--- config.mk ---
export PLATFORM = sky130hd
export DESIGN_NAME = axis_pkt_buffer
export DESIGN_NICKNAME = d
export VERILOG_FILES = /design/src/rtl/axis_pkt_buffer.sv
export SDC_FILE = /design/constraint.sdc
export NUM_CORES = 1
export LEC_CHECK = 0
export CAP_MARGIN = 25
export CORE_UTILIZATION = 50
export DETAILED_ROUTE_END_ITERATION = 12
export HOLD_SLACK_MARGIN = 0.1
export PLACE_DENSITY = 0.83
export SLEW_MARGIN = 10
export SYNTH_ARGS = -nofsm -noshare
export SYNTH_HDL_FRONTEND = slang
export SYNTH_SLANG_ARGS = --single-unit
--- constraint.sdc ---
create_clock -name clk -period 2.28 [get_ports clk]
set_input_delay 0.342 -clock clk [delete_from_list [all_inputs] [get_ports clk]]
set_output_delay 0.342 -clock clk [all_outputs]
set_load 0.02 [all_outputs]
--- src/rtl/axis_pkt_buffer.sv ---
// -----------------------------------------------------------------------------
// axis_pkt_buffer
//   Store-and-forward packet buffer. An AXI-Stream style packet is collected
//   into a DEPTH-entry buffer, then drained on the master side once complete.
//   A packet that reaches DEPTH beats without tlast is truncated: it is closed
//   as if the last beat carried tlast, and ovf pulses for one cycle.
//
//   Build option: define AXIS_PKT_BUFFER_REVERSE_EN to drain each packet in
//   reverse beat order. Length, m_last and handshakes are unchanged.
//
// Ports
//   clk            in   rising-edge clock
//   rst            in   asynchronous active-high reset
//   s_axis_tdata   in   [DATA_WIDTH] input beat data
//   s_axis_tvalid  in   input beat valid
//   s_axis_tlast   in   final beat of an input packet
//   s_axis_tready  out  buffer can accept a beat (low while draining / in reset)
//   m_data         out  [DATA_WIDTH] output beat data (0 when not draining)
//   m_valid        out  output beat valid
//   m_last         out  final output beat
//   m_ready        in   consumer takes a beat
//   pkt_len        out  [CW] beat count of the most recently stored packet
//   ovf            out  one-cycle pulse when a packet was truncated at DEPTH
// -----------------------------------------------------------------------------
module axis_pkt_buffer #(
    parameter  int DATA_WIDTH = 32,
    parameter  int DEPTH      = 4,
    localparam int CW         = $clog2(DEPTH + 1)
) (
    input  logic                  clk,
    input  logic                  rst,
    input  logic [DATA_WIDTH-1:0] s_axis_tdata,
    input  logic                  s_axis_tvalid,
    input  logic                  s_axis_tlast,
    output logic                  s_axis_tready,
    output logic [DATA_WIDTH-1:0] m_data,
    output logic                  m_valid,
    output logic                  m_last,
    input  logic                  m_ready,
    output logic [CW-1:0]         pkt_len,
    output logic                  ovf
);

    localparam int            AW      = (DEPTH > 1) ? $clog2(DEPTH) : 1;
    localparam logic [CW-1:0] ONE     = CW'(1);
    localparam logic [CW-1:0] DEPTH_C = CW'(DEPTH);

    typedef enum logic [1:0] {
        IDLE  = 2'b00,
        FILL  = 2'b01,
        DRAIN = 2'b10
    } state_t;

    state_t                  state_q;
    logic [CW-1:0]           wr_idx_q;
    logic [CW-1:0]           rd_idx_q;
    logic [CW-1:0]           pkt_len_q;
    logic                    m_valid_q;
    logic                    m_last_q;
    logic                    ovf_q;
    logic [DATA_WIDTH-1:0]   mem_q [DEPTH];

    logic                    in_fire;
    logic                    out_fire;
    logic [CW-1:0]           wr_idx_d;
    logic [CW-1:0]           rd_idx_d;
    logic                    pkt_end;
    logic [AW-1:0]           rd_sel;

    // Ready depends on rst directly so it drops immediately on reset and is
    // already high in the first cycle after release.
    assign s_axis_tready = !rst && ((state_q == IDLE) || (state_q == FILL));

    always_comb begin
        in_fire  = s_axis_tvalid && s_axis_tready;
        out_fire = m_valid_q && m_ready;
        wr_idx_d = wr_idx_q + ONE;
        rd_idx_d = rd_idx_q + ONE;
        // Accepted beat closes the packet: explicit tlast or buffer full.
        pkt_end  = s_axis_tlast || (wr_idx_d == DEPTH_C);
`ifdef AXIS_PKT_BUFFER_REVERSE_EN
        rd_sel   = AW'(pkt_len_q - ONE - rd_idx_q);
`else
        rd_sel   = AW'(rd_idx_q);
`endif
    end

    assign m_data  = (state_q == DRAIN) ? mem_q[rd_sel] : '0;
    assign m_valid = m_valid_q;
    assign m_last  = m_last_q;
    assign pkt_len = pkt_len_q;
    assign ovf     = ovf_q;

    // Storage is not reset; a discarded packet is simply overwritten.
    always_ff @(posedge clk) begin
        if (in_fire) begin
            mem_q[AW'(wr_idx_q)] <= s_axis_tdata;
        end
    end

    always_ff @(posedge clk or posedge rst) begin
        if (rst) begin
            state_q   <= IDLE;
            wr_idx_q  <= '0;
            rd_idx_q  <= '0;
            pkt_len_q <= '0;
            m_valid_q <= 1'b0;
            m_last_q  <= 1'b0;
            ovf_q     <= 1'b0;
        end else begin
            ovf_q <= 1'b0;
            case (state_q)
                IDLE, FILL: begin
                    if (in_fire) begin
                        wr_idx_q <= wr_idx_d;
                        if (pkt_end) begin
                            state_q   <= DRAIN;
                            pkt_len_q <= wr_idx_d;
                            rd_idx_q  <= '0;
                            m_valid_q <= 1'b1;
                            m_last_q  <= (wr_idx_d == ONE);
                            // pkt_end without tlast can only mean truncation.
                            ovf_q     <= !s_axis_tlast;
                        end else begin
                            state_q <= FILL;
                        end
                    end
                end
                DRAIN: begin
                    if (out_fire) begin
                        if (m_last_q) begin
                            state_q   <= IDLE;
                            wr_idx_q  <= '0;
                            rd_idx_q  <= '0;
                            m_valid_q <= 1'b0;
                            m_last_q  <= 1'b0;
                        end else begin
                            rd_idx_q <= rd_idx_d;
                            // m_last is registered, so look one index ahead.
                            m_last_q <= ((rd_idx_d + ONE) == pkt_len_q);
                        end
                    end
                end
                default: begin
                    state_q   <= IDLE;
                    wr_idx_q  <= '0;
                    rd_idx_q  <= '0;
                    m_valid_q <= 1'b0;
                    m_last_q  <= 1'b0;
                end
            endcase
        end
    end

endmodule

; Word level (Yosys, flattened, before mapping)
; Memories as Yosys holds them, arrays and structs flattened.
; Cells that the tools add are included.
; Widths: inputs -> output; s select.
[totals]
memories = 1
ramBits = 128
regBits = 14
output_inout_bits = 39
[classes]
reduce_logical = 13
n_mux = 30
addsub = 3
eq_ne = 9
[memory_table]
columns = memory, words, word_bits, read_ports, rd_ports_with_merged_regs, wr, line_no
row1 = mem_q, 4, 32, 1, 0, 1, 61  ; logic [DATA_WIDTH-1:0] mem_q [DEPTH];
[ops]
columns = cell, n
row1 = $mux 32, 1
row2 = $mux 3, 7
row3 = $mux 1, 13
row4 = $pmux 3 s2, 2
row5 = $add 3x1->3 const B, 3
row6 = $reduce_and 3->1, 3
row7 = $mux 2, 4
row8 = $ne 2x2->1 const B, 4
row9 = $pmux 1 s2, 2
row10 = $pmux 2 s2, 1
row11 = $reduce_and 4->1, 1
row12 = $eq 3x1->1 const B, 1
row13 = $eq 3x3->1, 1
row14 = $eq 3x3->1 const B, 1
row15 = $logic_and 1x1->1, 3
row16 = $eq 2x1->1 const B, 1
row17 = $eq 2x2->1 const B, 1
row18 = $logic_not 1->1, 2
row19 = $logic_not 2->1, 1
row20 = $logic_or 1x1->1, 2
row21 = $reduce_or 2->1, 1

; Depth between registers and ports, before layout
; Gate-level depths: netlist (run 1).
[depth]
depth_word = 6
mapped_depth = 8

; Worst setup path after synthesis (run 1)
; Ideal clock, no wire load.
[synth_timing]
path_kind = reg-to-reg
start = register state_q[1]
end = memory mem_q[0][0], enable pin
t_arrival_ns = 1.694
path_buffers = 1
path_stages_with_launch = 4
setup_slack_ns = 0.194
t_required_ns = 1.888
path_cell_list = dfrtp_1 > buf_6 > nor3b_4 > and2_1
[synth_via]
elab_chain_len = 6
elab_cells_between_ends = 7
cone_classes = eq/ne: 1 / mux: 2 / reduce/logical: 4
[synth_rtl]
columns = item, line_no
row1 = from (decl), 54  ; state_t state_q;
row2 = from (signal assigned), 103  ; state_q <= IDLE;
row3 = from (signal assigned), 117  ; state_q <= DRAIN;
row4 = from (signal assigned), 125  ; state_q <= FILL;
row5 = $eq 2x1->1 / $logic_not 2->1 (equally long branches), 72  ; assign s_axis_tready = !rst && ((state_q == IDLE) || (state_q == FILL));
row6 = $logic_or 1x1->1 (*), 72
row7 = $logic_and 1x1->1 (*), 72
row8 = $logic_and 1x1->1 (*), 75  ; in_fire = s_axis_tvalid && s_axis_tready;
row9 = $mux 1 (*), 96  ; if (in_fire) begin
row10 = $mux 1 (implied by the code) (*), 97  ; mem_q[AW'(wr_idx_q)] <= s_axis_tdata;
row11 = to (decl), 61
; Every way passes the cells marked *; elsewhere a longest branch is shown, timed or not.

; Worst setup path in the final report (run 1)
[layout_timing]
start = register rd_idx_q[0]
end = output port m_data[18]
[layout_via]
elab_chain_len = 2
[layout_rtl]
columns = item, line_no
row1 = from (decl), 56  ; logic [CW-1:0] rd_idx_q;
row2 = from (signal assigned), 138  ; rd_idx_q <= rd_idx_d;
row3 = $mem_v2 4x32, n/a
row4 = $mux 32, 88  ; assign m_data = (state_q == DRAIN) ? mem_q[rd_sel] : '0;
row5 = to (decl), 36  ; output logic [DATA_WIDTH-1:0] m_data,
; No other way between the ends.

==> flow_summary.ini, run 1 <==
[outcome]
outcome = complete, no violations

[synthesis]
ys_async_sr_fraction = 0.0986
synth-seq-cells = 142
syn-num-nets = 330
synthFlopType = edfxtp_1
ys_types = 34
synth_top_area_cell = edfxtp_1
syn_inst = 286
syn_area_um2 = 5660
synth_area_per_cell_um2 = 19.8
synth-seq-area-share = 0.741
synth_top_area_frac = 0.679
synth_edf_count = 128
ys.warnings.count = 0
ys_top_cells_by_area = edfxtp_1 (68%), mux4_2 (13%), dfrtp_1 (6.2%), nor2b_1 (3.6%), ha_1 (1.5%)

[clocking]
clock_sinks = 142
clk_latency_ps = 400
cts_tree = built
cts-root-buf = clkbuf_16
cts_htree_levels = 4
clk_pin_slew_ps = 60
cts_buffer_depth = 2
numCtsBuffers = 17

[drt]
drt_iter0_drc = 127
wl_um = 10100
postRouteAntennaNets = 0
viasPerCell = 5.38
num_vias = 2919
wire_per_inst_um = 18.7
firstDrtPassIters = 4
route.detailed.drc = 0

[global_routing]
antenna_found_initial = 0
grt_pass1_vias = 3002
overflow = 0
grt_pass1_wl_um = 16000
track_usage = 0.191
grt_max_degree = 35

[place]
post_dp_cell_area_um2 = 6720
hpwlAfterDp_um = 6410
place_ws_ps = 106
gp_congestion = 0.771
place.port_buffers = 75

[sta]
grt_setup_unrepaired = yes
finalClockSkew_ps = 5.84
slew_violations = 0
finalHoldViolCount = 0
timing.final.ws_setup_ps = 41.4
max_freq_mhz = 447
final-setup-viol-count = 0
fin_crit_sh = 0.982
fin_tns_setup_ps = 0
period_needed_ps = 2240
tightest_slew_ps = 552
hold_ws_ps = 415
relSlewSlack = 0.631

[worst_setup_path]
critPathBufInv = 3
cp_common_cell = buf_12
regToRegSetupSlack_ps = 390
critical_path_required_ps = 1940
critPathMaxStageDelay_ps = 480
slowest_stage = mux4_2
cp.arrival_ps = 1900
cp-end-kind = output pin
worstSetupPathType = reg2out
cp_max_fo = 11
r2r_cells = 5
worst-path-stages = 5
cp-start-kind = flop
path_cells = buf_12, buf_12, mux4_2, nor2b_1, buf_2
path_delay_family = multiplexers

[floorplan]
die_area_um2 = 11800
coreArea_um2 = 10900
rows = 38
die_w_um = 108
start_util = 0.518
ios = 76
die_h_um = 108

[cells_and_area]
drive_above_1_share = 0.318
nFillCells = 773
n_antenna_cell = 0
nNetsFinal = 435
syn2layout_area_growth_pct = 26.8
final_cell_area_um2 = 7180

[power_and_ir_drop]
intPower_mw = 5.58
ir_drop_mv = 0.605
p_leak_nw = 2.51
p_sw_frac = 0.279
power.density_nw_per_um2 = 1080
comb_power_share = 0.277
clock_power_share = 0.300
p_seq_frac = 0.423
finalPower_mw = 7.75
switchingPower_mw = 2.16

[flow_run]
maxCapViolCount = 0

[hold_path]
min_path_type = in2async
[layout by cell type (no fill, tap or decap), types with 2 or more instances in the layout]
master / n
mux2_1: 2
xor2_1: 2
clkinv_2: 6
nand3_1: 4
a2bb2oi_1: 2
mux4_2: 32
buf_4: 16
or2_2: 2
nor2_1: 5
nand2_1: 7
clkdlybuf4s50_1: 43
inv_1: 6
buf_12: 10
a21oi_1: 3
edfxtp_1: 128
xnor2_1: 3
and2_2: 3
dfrtp_1: 12
clkbuf_16: 17
clkinv_1: 4
dfrtp_2: 2
nor2b_1: 33
ha_1: 7
buf_2: 29
o21ai_0: 6
clkinvlp_4: 4
[routing by layer]
layer | global-route usage | routed length, um | vias up
met5 | 0 | 0 | -
met4 | 0.0801 | 161 | 0
met3 | 0.0488 | 428 | 17
met2 | 0.309 | 5130 | 73
met1 | 0.247 | 4420 | 1490
li1 | - | - | 1339
[registers in the layout, indices dropped and copies added, names as in the netlist]
name	flops
wr_idx_q	3
pkt_len	3
rd_idx_q	3
mem_q	128
ovf	1
m_last	1
state_q	2
m_valid	1
[logic make-up (layout without fill, tap and decap cells)]
family | count (synthesis) | count (layout) | share of synthesized area
fa+ha+maj | 7 | 7 | 0.0155
xor+xnor | 5 | 5 | 0.00773
flops | 142 | 142 | 0.741
compound gates | 18 | 18 | 0.0239
mux | 35 | 35 | 0.133
simple gates | 59 | 59 | 0.0612
buf+inv | 20 | 137 | 0.0179
[through the flow]
| stage | utilization | std cells |
|---|---|---|
| final | 0.656 | 543 |
| after global routing | 0.656 | 543 |
| after detailed placement | 0.615 | 501 |
| after floorplan | - | 286 |
| after CTS | 0.647 | 533 |
| after global placement | 0.615 | 501 |
[final timing paths]
check                              end   startpoint
min reg2reg                wr_idx_q[2]  wr_idx_q[2]
min                         pkt_len[0]          rst
max                         m_data[18]  rd_idx_q[0]
min in group clk           wr_idx_q[2]  wr_idx_q[2]
max reg2reg                rd_idx_q[1]  wr_idx_q[0]
max in group asynchronous  rd_idx_q[1]          rst
[synth_stat cells (2+ instances only)]
| cell | number |
|---|---|
| edfxtp_1 | 128 |
| nor2b_1 | 33 |
| mux4_2 | 32 |
| dfrtp_1 | 14 |
| ha_1 | 7 |
| inv_1 | 7 |
| nand2_1 | 7 |
| clkbuf_1 | 6 |
| o21ai_0 | 6 |
| nor2_1 | 5 |
| nand3_1 | 4 |
| a21oi_1 | 3 |
| and2_1 | 3 |
| buf_2 | 3 |
| xnor2_1 | 3 |
| a2bb2oi_1 | 2 |
| buf_4 | 2 |
| buf_6 | 2 |
| mux2_1 | 2 |
| or2_2 | 2 |
| xor2_1 | 2 |
[worst register-to-register path: stages (launching register included)]
cell and delay, ps:
dfrtp_1 420, ha_1 250, xor2_1 380, o211ai_4 210, nand2_1 180, mux2_2 340
[power by group through the flow]
stage | registers [mW] | clock network (mW) | logic (mW)
after floorplan | 3.31 | 0 | 1.29
after global placement | 3.31 | 0 | 2.09
after detailed placement | 3.33 | 0 | 2.11
after CTS | 3.28 | 2.38 | 2.01
after global routing | 3.30 | 2.47 | 2.32
final | 3.27 | 2.33 | 2.15
[layout make-up]
cell class              instances  area [um2]  share of cell area
inverters                       7        26.3             0.00366
repair buffers                 99         901               0.126
clock buffers                  17         425              0.0593
flip-flops and latches        142        4200               0.585
multi-input cells             124        1370               0.191
well taps                     140         175              0.0244
clock inverters                14        80.1              0.0112
[timing repair]
action	4_1_cts	5_1_grt
setup buffers	1	10
hold buffers	0	0
resized for setup	126	3
cloned	0	0
setup endpoints to repair	32	1
(Power assumes the default switching activity.)
==> run 2, diff against run 1 <==
--- a/config.mk
+++ b/config.mk
@@ -10,7 +10,6 @@
 export DETAILED_ROUTE_END_ITERATION = 12
 export HOLD_SLACK_MARGIN = 0.1
 export PLACE_DENSITY = 0.83
-export SLEW_MARGIN = 10
 export SYNTH_ARGS = -nofsm -noshare
 export SYNTH_HDL_FRONTEND = slang
 export SYNTH_SLANG_ARGS = --single-unit
==> results of run 2 <==
No change in the layout: final DEF, timing and power equal those of run 1.
